===== src/rtl/pipe_skid_reg_pkg.sv =====
// Shared pipeline definitions: skid stage state encoding and default datapath width.
package pipe_skid_reg_pkg;

  typedef enum logic [1:0] {
    EMPTY = 2'd0,
    BUSY  = 2'd1,
    FULL  = 2'd2
  } skid_state_e;

  localparam int DATA_MSB = 31;

  function automatic logic [1:0] occ_of(input skid_state_e s);
    logic [1:0] n;
    n = 2'd0;
    case (s)
      BUSY:    n = 2'd1;
      FULL:    n = 2'd2;
      default: n = 2'd0;
    endcase
    return n;
  endfunction

endpackage


===== src/rtl/pipe_skid_reg.sv =====
// Elastic pipeline stage with a two-entry skid buffer; in_ready is decoded
// from registered state only, so it never depends on out_ready combinationally.
module pipe_skid_reg
  import pipe_skid_reg_pkg::*;
#(
  parameter int EM = DATA_MSB
) (
  input  logic          clk,
  input  logic          reset,
  input  logic          in_valid,
  output logic          in_ready,
  input  logic [EM:0]   in_data,
  output logic          out_valid,
  input  logic          out_ready,
  output logic [EM:0]   out_data,
  input  logic          flush,
  output logic [1:0]    occ
);

  skid_state_e state_q, state_d;
  logic [EM:0] main_q, skid_q;
  logic        load_main_in, load_main_skid, load_skid;

  always_ff @(posedge clk or negedge reset) begin
    if (!reset) state_q <= EMPTY;
    else        state_q <= state_d;
  end

  // Flush wins over every handshake and suppresses all data loads.
  always_comb begin
    state_d        = state_q;
    load_main_in   = 1'b0;
    load_main_skid = 1'b0;
    load_skid      = 1'b0;
    if (flush) begin
      state_d = EMPTY;
    end else begin
      case (state_q)
        EMPTY: begin
          if (in_valid) begin
            load_main_in = 1'b1;
            state_d      = BUSY;
          end
        end
        BUSY: begin
          if (in_valid && out_ready) begin
            load_main_in = 1'b1;
          end else if (in_valid) begin
            load_skid = 1'b1;
            state_d   = FULL;
          end else if (out_ready) begin
            state_d = EMPTY;
          end
        end
        FULL: begin
          if (out_ready) begin
            load_main_skid = 1'b1;
            state_d        = BUSY;
          end
        end
        default: state_d = EMPTY;
      endcase
    end
  end

  always_ff @(posedge clk or negedge reset) begin
    if (!reset)              main_q <= '0;
    else if (load_main_in)   main_q <= in_data;
    else if (load_main_skid) main_q <= skid_q;
  end

  always_ff @(posedge clk or negedge reset) begin
    if (!reset)         skid_q <= '0;
    else if (load_skid) skid_q <= in_data;
  end

  assign out_data  = main_q;
  assign out_valid = (state_q != EMPTY);
  assign in_ready  = (state_q != FULL);
  assign occ       = occ_of(state_q);

endmodule


===== config.mk =====
export PLATFORM = sky130hd
export DESIGN_NAME = pipe_skid_reg
export DESIGN_NICKNAME = d
export VERILOG_FILES = /design/src/rtl/pipe_skid_reg_pkg.sv /design/src/rtl/pipe_skid_reg.sv
export SDC_FILE = /design/constraint.sdc
export NUM_CORES = 1
export LEC_CHECK = 0
export BUFFER_PORTS_ARGS = -buffer_cell sky130_fd_sc_hd__buf_2
export CAP_MARGIN = 20
export CORE_ASPECT_RATIO = 1.1
export CORE_UTILIZATION = 35
export CTS_CLUSTER_SIZE = 12
export DETAILED_ROUTE_END_ITERATION = 8
export GPL_TIMING_DRIVEN = 0
export PLACE_DENSITY_LB_ADDON = 0.15
export RECOVER_POWER = 50
export SKIP_LAST_GASP = 1
export SLEW_MARGIN = 20
export SYNTH_ARGS = -nofsm -noshare
export SYNTH_HDL_FRONTEND = slang
export SYNTH_SLANG_ARGS = --single-unit

===== constraint.sdc =====
create_clock -name clk -period 1.91 [get_ports clk]
set_input_delay 0.191 -clock clk [delete_from_list [all_inputs] [get_ports clk]]
set_output_delay 0.191 -clock clk [all_outputs]
set_load 0.1 [all_outputs]

==> impl_summary.md <==
Clock network
The number of sinks handled by clock tree synthesis is 66. The CTS tree is yes. After clock tree synthesis, the clock-pin slew on the worst setup and hold paths is 0.08 ns. The root buffer cell is sky130_fd_sc_hd__clkbuf_8.

The H-tree was split into 3 levels. The clock latency reported for the late side of the worst-skew pair is 0.33 ns. Counting along the longest clock path gives a buffer depth of 2.

In this run, CTS created clock tree buffers numbering 9. Once the clock tree was built, the setup fixing pass inserted 0 buffers.

Synthesis
Of the synthesized area, sequential elements account for 0.598. The simple-gate area share of the yosys netlist is 0.102. The synthesized design contains 0 enable-type register cells. The arithmetic-cell share of the synthesized area counting full adders, half adders and majority gates is 0. Sorting the synthesized cells by how often they occur yields 66 x sky130_fd_sc_hd__dfrtp_1, 34 x sky130_fd_sc_hd__mux2_2, 29 x sky130_fd_sc_hd__a221o_1. The compound-cell area share of the yosys netlist was 0.117. The most common cell in the synthesized netlist is sky130_fd_sc_hd__dfrtp_1.

Sorting the synthesized cells by area gives the leading types as sky130_fd_sc_hd__dfrtp_1 60%, sky130_fd_sc_hd__mux2_2 14%, sky130_fd_sc_hd__a221o_1 11%, sky130_fd_sc_hd__and2_0 3.9%, sky130_fd_sc_hd__and2_1 2.7%. The main combinational cell family by area after synthesis is multiplexers. The netlist area before placement is 2760 um2. For this run, the number of Yosys warnings is 0.

Synthesis handed over a netlist of 194 instances. The multiplexer share of the synthesized area is 0.155. The post-synthesis xor/xnor area fraction is 0. The top-area cell type share of the netlist area is 0.598. The average instance area after synthesis is 14.2 um2. The number of distinct library cell variants in the gate-level netlist after synthesis is 22. The predominant post-synthesis flop cell is sky130_fd_sc_hd__dfrtp_1. The cell accounting for the most synthesized area is sky130_fd_sc_hd__dfrtp_1. Synthesis produced a netlist with a net count of 231. After synthesis the netlist holds a flip-flop and latch count of 66. In the synthesized netlist the async set-or-reset flop fraction comes to 1.00.

Pwr
For this design the ratio of total power to cell area is 1370 nW/um2. The clock share of power is 0.299. The internal power of the cells totals 0.00300 W. The worst supply voltage drop on vdd is 0.000633 V.

The leakage power is 1.66 nW. The analysis attributes to net switching a power of 0.00185 W. The switching fraction of total power is 0.381. The logic gate share of total power is 0.316. The sequential share of power is 0.385.

Setup path
The path type of the worst setup path is reg2out. The family with the most delay on the worst path is buffers and inverters. The critical path goes through nand2b_1, clkinvlp_4, buf_2.

The critical path data required time is 1.72 ns. The buffers plus inverters on the worst setup path is 2. The highest fanout seen on the critical path is 9. The kind of end point of the critical path is a primary output. For the worst setup path, the data arrival time is 1.53 ns. STA classifies the critical path startpoint as a register.

For this run, the slowest stage of the critical path takes 0.46 ns. The master of the slowest instance on the critical path is sky130_fd_sc_hd__dfrtp_1.

Die
Measured along the y axis, the die boundary spans 95.1 um. The die covers 8250 um2. The floorplan has 33 rows.

The overall die width is 86.7 um. The effective utilization at floorplan is 0.365. The total area inside the core boundary comes to 7560 um2. The number of primary I/O pins is 73.

Detailed routing
The DRC violation total after the first TritonRoute iteration is 60. The number of vias after detailed routing is 1899. For this run, design rule violations remaining after detail routing come to 0. After detailed routing, the number of vias per cell comes to 4.88. The detail route stage leaves a number of antenna-violating nets equal to 0. In the final routed layout, each cell accounts on average for 14.8 um. The first TritonRoute pass finished after 4 iterations. The routed design has 5760 um of wire.

Placed design
Once detailed placement completed, the half-perimeter wirelength came to 4000 um. The placer congestion estimate is 0.731. The quantity of I/O buffers inserted on ports is 72. The cell area after placement is 3280 um2.

The number of placed cells counting well taps is 372.

Finish
0 antenna diodes ended up in the layout. The area of the multi-input gates is 1040 um2. The number of fill cells in the layout is 712. Of the cells placed in the final design, the portion with a size suffix greater than 1 is 0.486. In the final layout, flip-flops and latches occupy 1650 um2. For this run, the post-layout net count is 316.

The count of cells in the finished layout, fillers not included, comes to 389. The core utilization of the finished layout is 0.468. The area growth from synthesis to layout is 28.0%. After routing the design area is 3530 um2.

STA
In this run the tightest slew margin relative to its limit is 0.511. The number of slew-limit violations in the final report is 0. Setup violations remaining at the end of the flow were counted as 0.

Setup repair after global routing left no endpoint under its margin. After layout, the minimum clock period comes to 1.72 ns. The count of endpoints failing hold in the final timing report is 0. The sum of negative setup slack is 0 ns. For the pin with the worst max-slew slack, the measured transition is 0.733 ns. On the final layout, the worst hold slack is 0.0911 ns. The highest achievable clock rate is 0.581 GHz. The share of the clock period used by the worst path after layout is 0.901. Between clock sinks in the finished design, the worst skew comes to 0.00587 ns.

GRT
The global router's overall resource usage is 0.155. The initial antenna violation count is 0. The wire length of the first global-routing pass is 9580 um. The total overflow left after global routing is 0. Entering global routing, the biggest net connects 38 pins. The number of global-route vias before repair is 1933.

Job
The tool flagged a number of max-cap violations equal to 0.

Hold path
The worst hold-check path type is in2reg.

Status
The flow ran to the end, and the final reports show no timing, DRC or antenna violations.
-- placed cells by master (no fill, tap or decap), types with 3 or more instances in the layout --
master,synthesis,final
sky130_fd_sc_hd__nand2b_1,3,3
sky130_fd_sc_hd__and2_0,17,17
sky130_fd_sc_hd__mux2_2,34,34
sky130_fd_sc_hd__buf_6,3,3
sky130_fd_sc_hd__clkbuf_1,4,4
sky130_fd_sc_hd__buf_2,5,59
sky130_fd_sc_hd__a21oi_1,3,3
sky130_fd_sc_hd__and2_1,12,12
sky130_fd_sc_hd__dfrtp_1,66,66
sky130_fd_sc_hd__clkbuf_8,0,10
sky130_fd_sc_hd__clkinvlp_4,0,3
sky130_fd_sc_hd__mux2_1,4,4
sky130_fd_sc_hd__bufinv_16,0,3
sky130_fd_sc_hd__nand2_1,3,3
sky130_fd_sc_hd__clkbuf_2,0,18
sky130_fd_sc_hd__a221o_1,29,29
-- stage by stage --
| step | setup WS, ns | total power, W |
|---|---|---|
| final | 0.189 | 0.00484 |
| after detailed placement | 0.108 | 0.00344 |
| after global routing | 0.0731 | 0.00507 |
| after CTS | 0.102 | 0.00491 |
| after global placement | 0.120 | 0.00341 |
| after floorplan | 0.168 | 0.00312 |
-- power by group through the flow --
stage	sequential, W	combinational, W	clock (W)
floorplan	0.00274	0.000387	0
global placement	0.00188	0.00153	0
detailed placement	0.00189	0.00155	0
CTS	0.00186	0.00155	0.00150
global route	0.00191	0.00160	0.00155
finish	0.00186	0.00153	0.00145
-- layout make-up --
class | count | share of cell area
plain buffers | 12 | 0.0209
multi-input cells | 115 | 0.294
inverters | 1 | 0.00212
clock buffers | 10 | 0.0390
repair buffers | 74 | 0.107
well taps | 105 | 0.0372
clock inverters | 6 | 0.0322
flip-flops and latches | 66 | 0.467
-- final timing paths --
kind | from | to | slack, ns | cells after the start
max | state_q[0] | occ[1] | 0.19 | 3
min | in_data[25] | skid_q[25] | 0.09 | 2
max reg2reg | state_q[1] | out_data[7] | 0.20 | 4
min reg2reg | skid_q[10] | skid_q[10] | 0.49 | 1
max in group asynchronous | reset | skid_q[27] | 0.42 | 3
min in group asynchronous | reset | out_data[20] | 0.45 | 2
-- sequential cells by signal (all words and copies together), names as in the netlist --
register  count
skid_q       32
state_q       2
out_data     32
-- cells by family (layout without fill, tap and decap cells) --
kind of cell	Yosys count	after routing
DFF	66	66
muxes	38	38
buffers and inverters	13	103
and+or+nand+nor	43	43
AOI/OAI and AO/OA	34	34
-- metal layers --
metal	vias up	GRT usage	wire length, um
met3	6	0.0390	294
li1	890	-	-
met5	-	0	0
met4	0	0.0750	86
met2	53	0.235	2680
met1	950	0.208	2700
-- worst reg2reg max path, stage by stage (launching register included) --
cell and delay (ns):
sky130_fd_sc_hd__dfrtp_1 0.48, sky130_fd_sc_hd__nand2b_1 0.23, sky130_fd_sc_hd__nor3_4 0.24, sky130_fd_sc_hd__buf_2 0.30
sky130_fd_sc_hd__mux2_2 0.36
-- repair_timing --
| item | in CTS | in global routing |
|---|---|---|
| hold buffers | 1 | 0 |
| endpoints found under the hold margin | 29 | 0 |
| setup endpoints to repair | 0 | 3 |
| gates resized for setup | 0 | 1 |
Power figures use the tool's default switching activity.
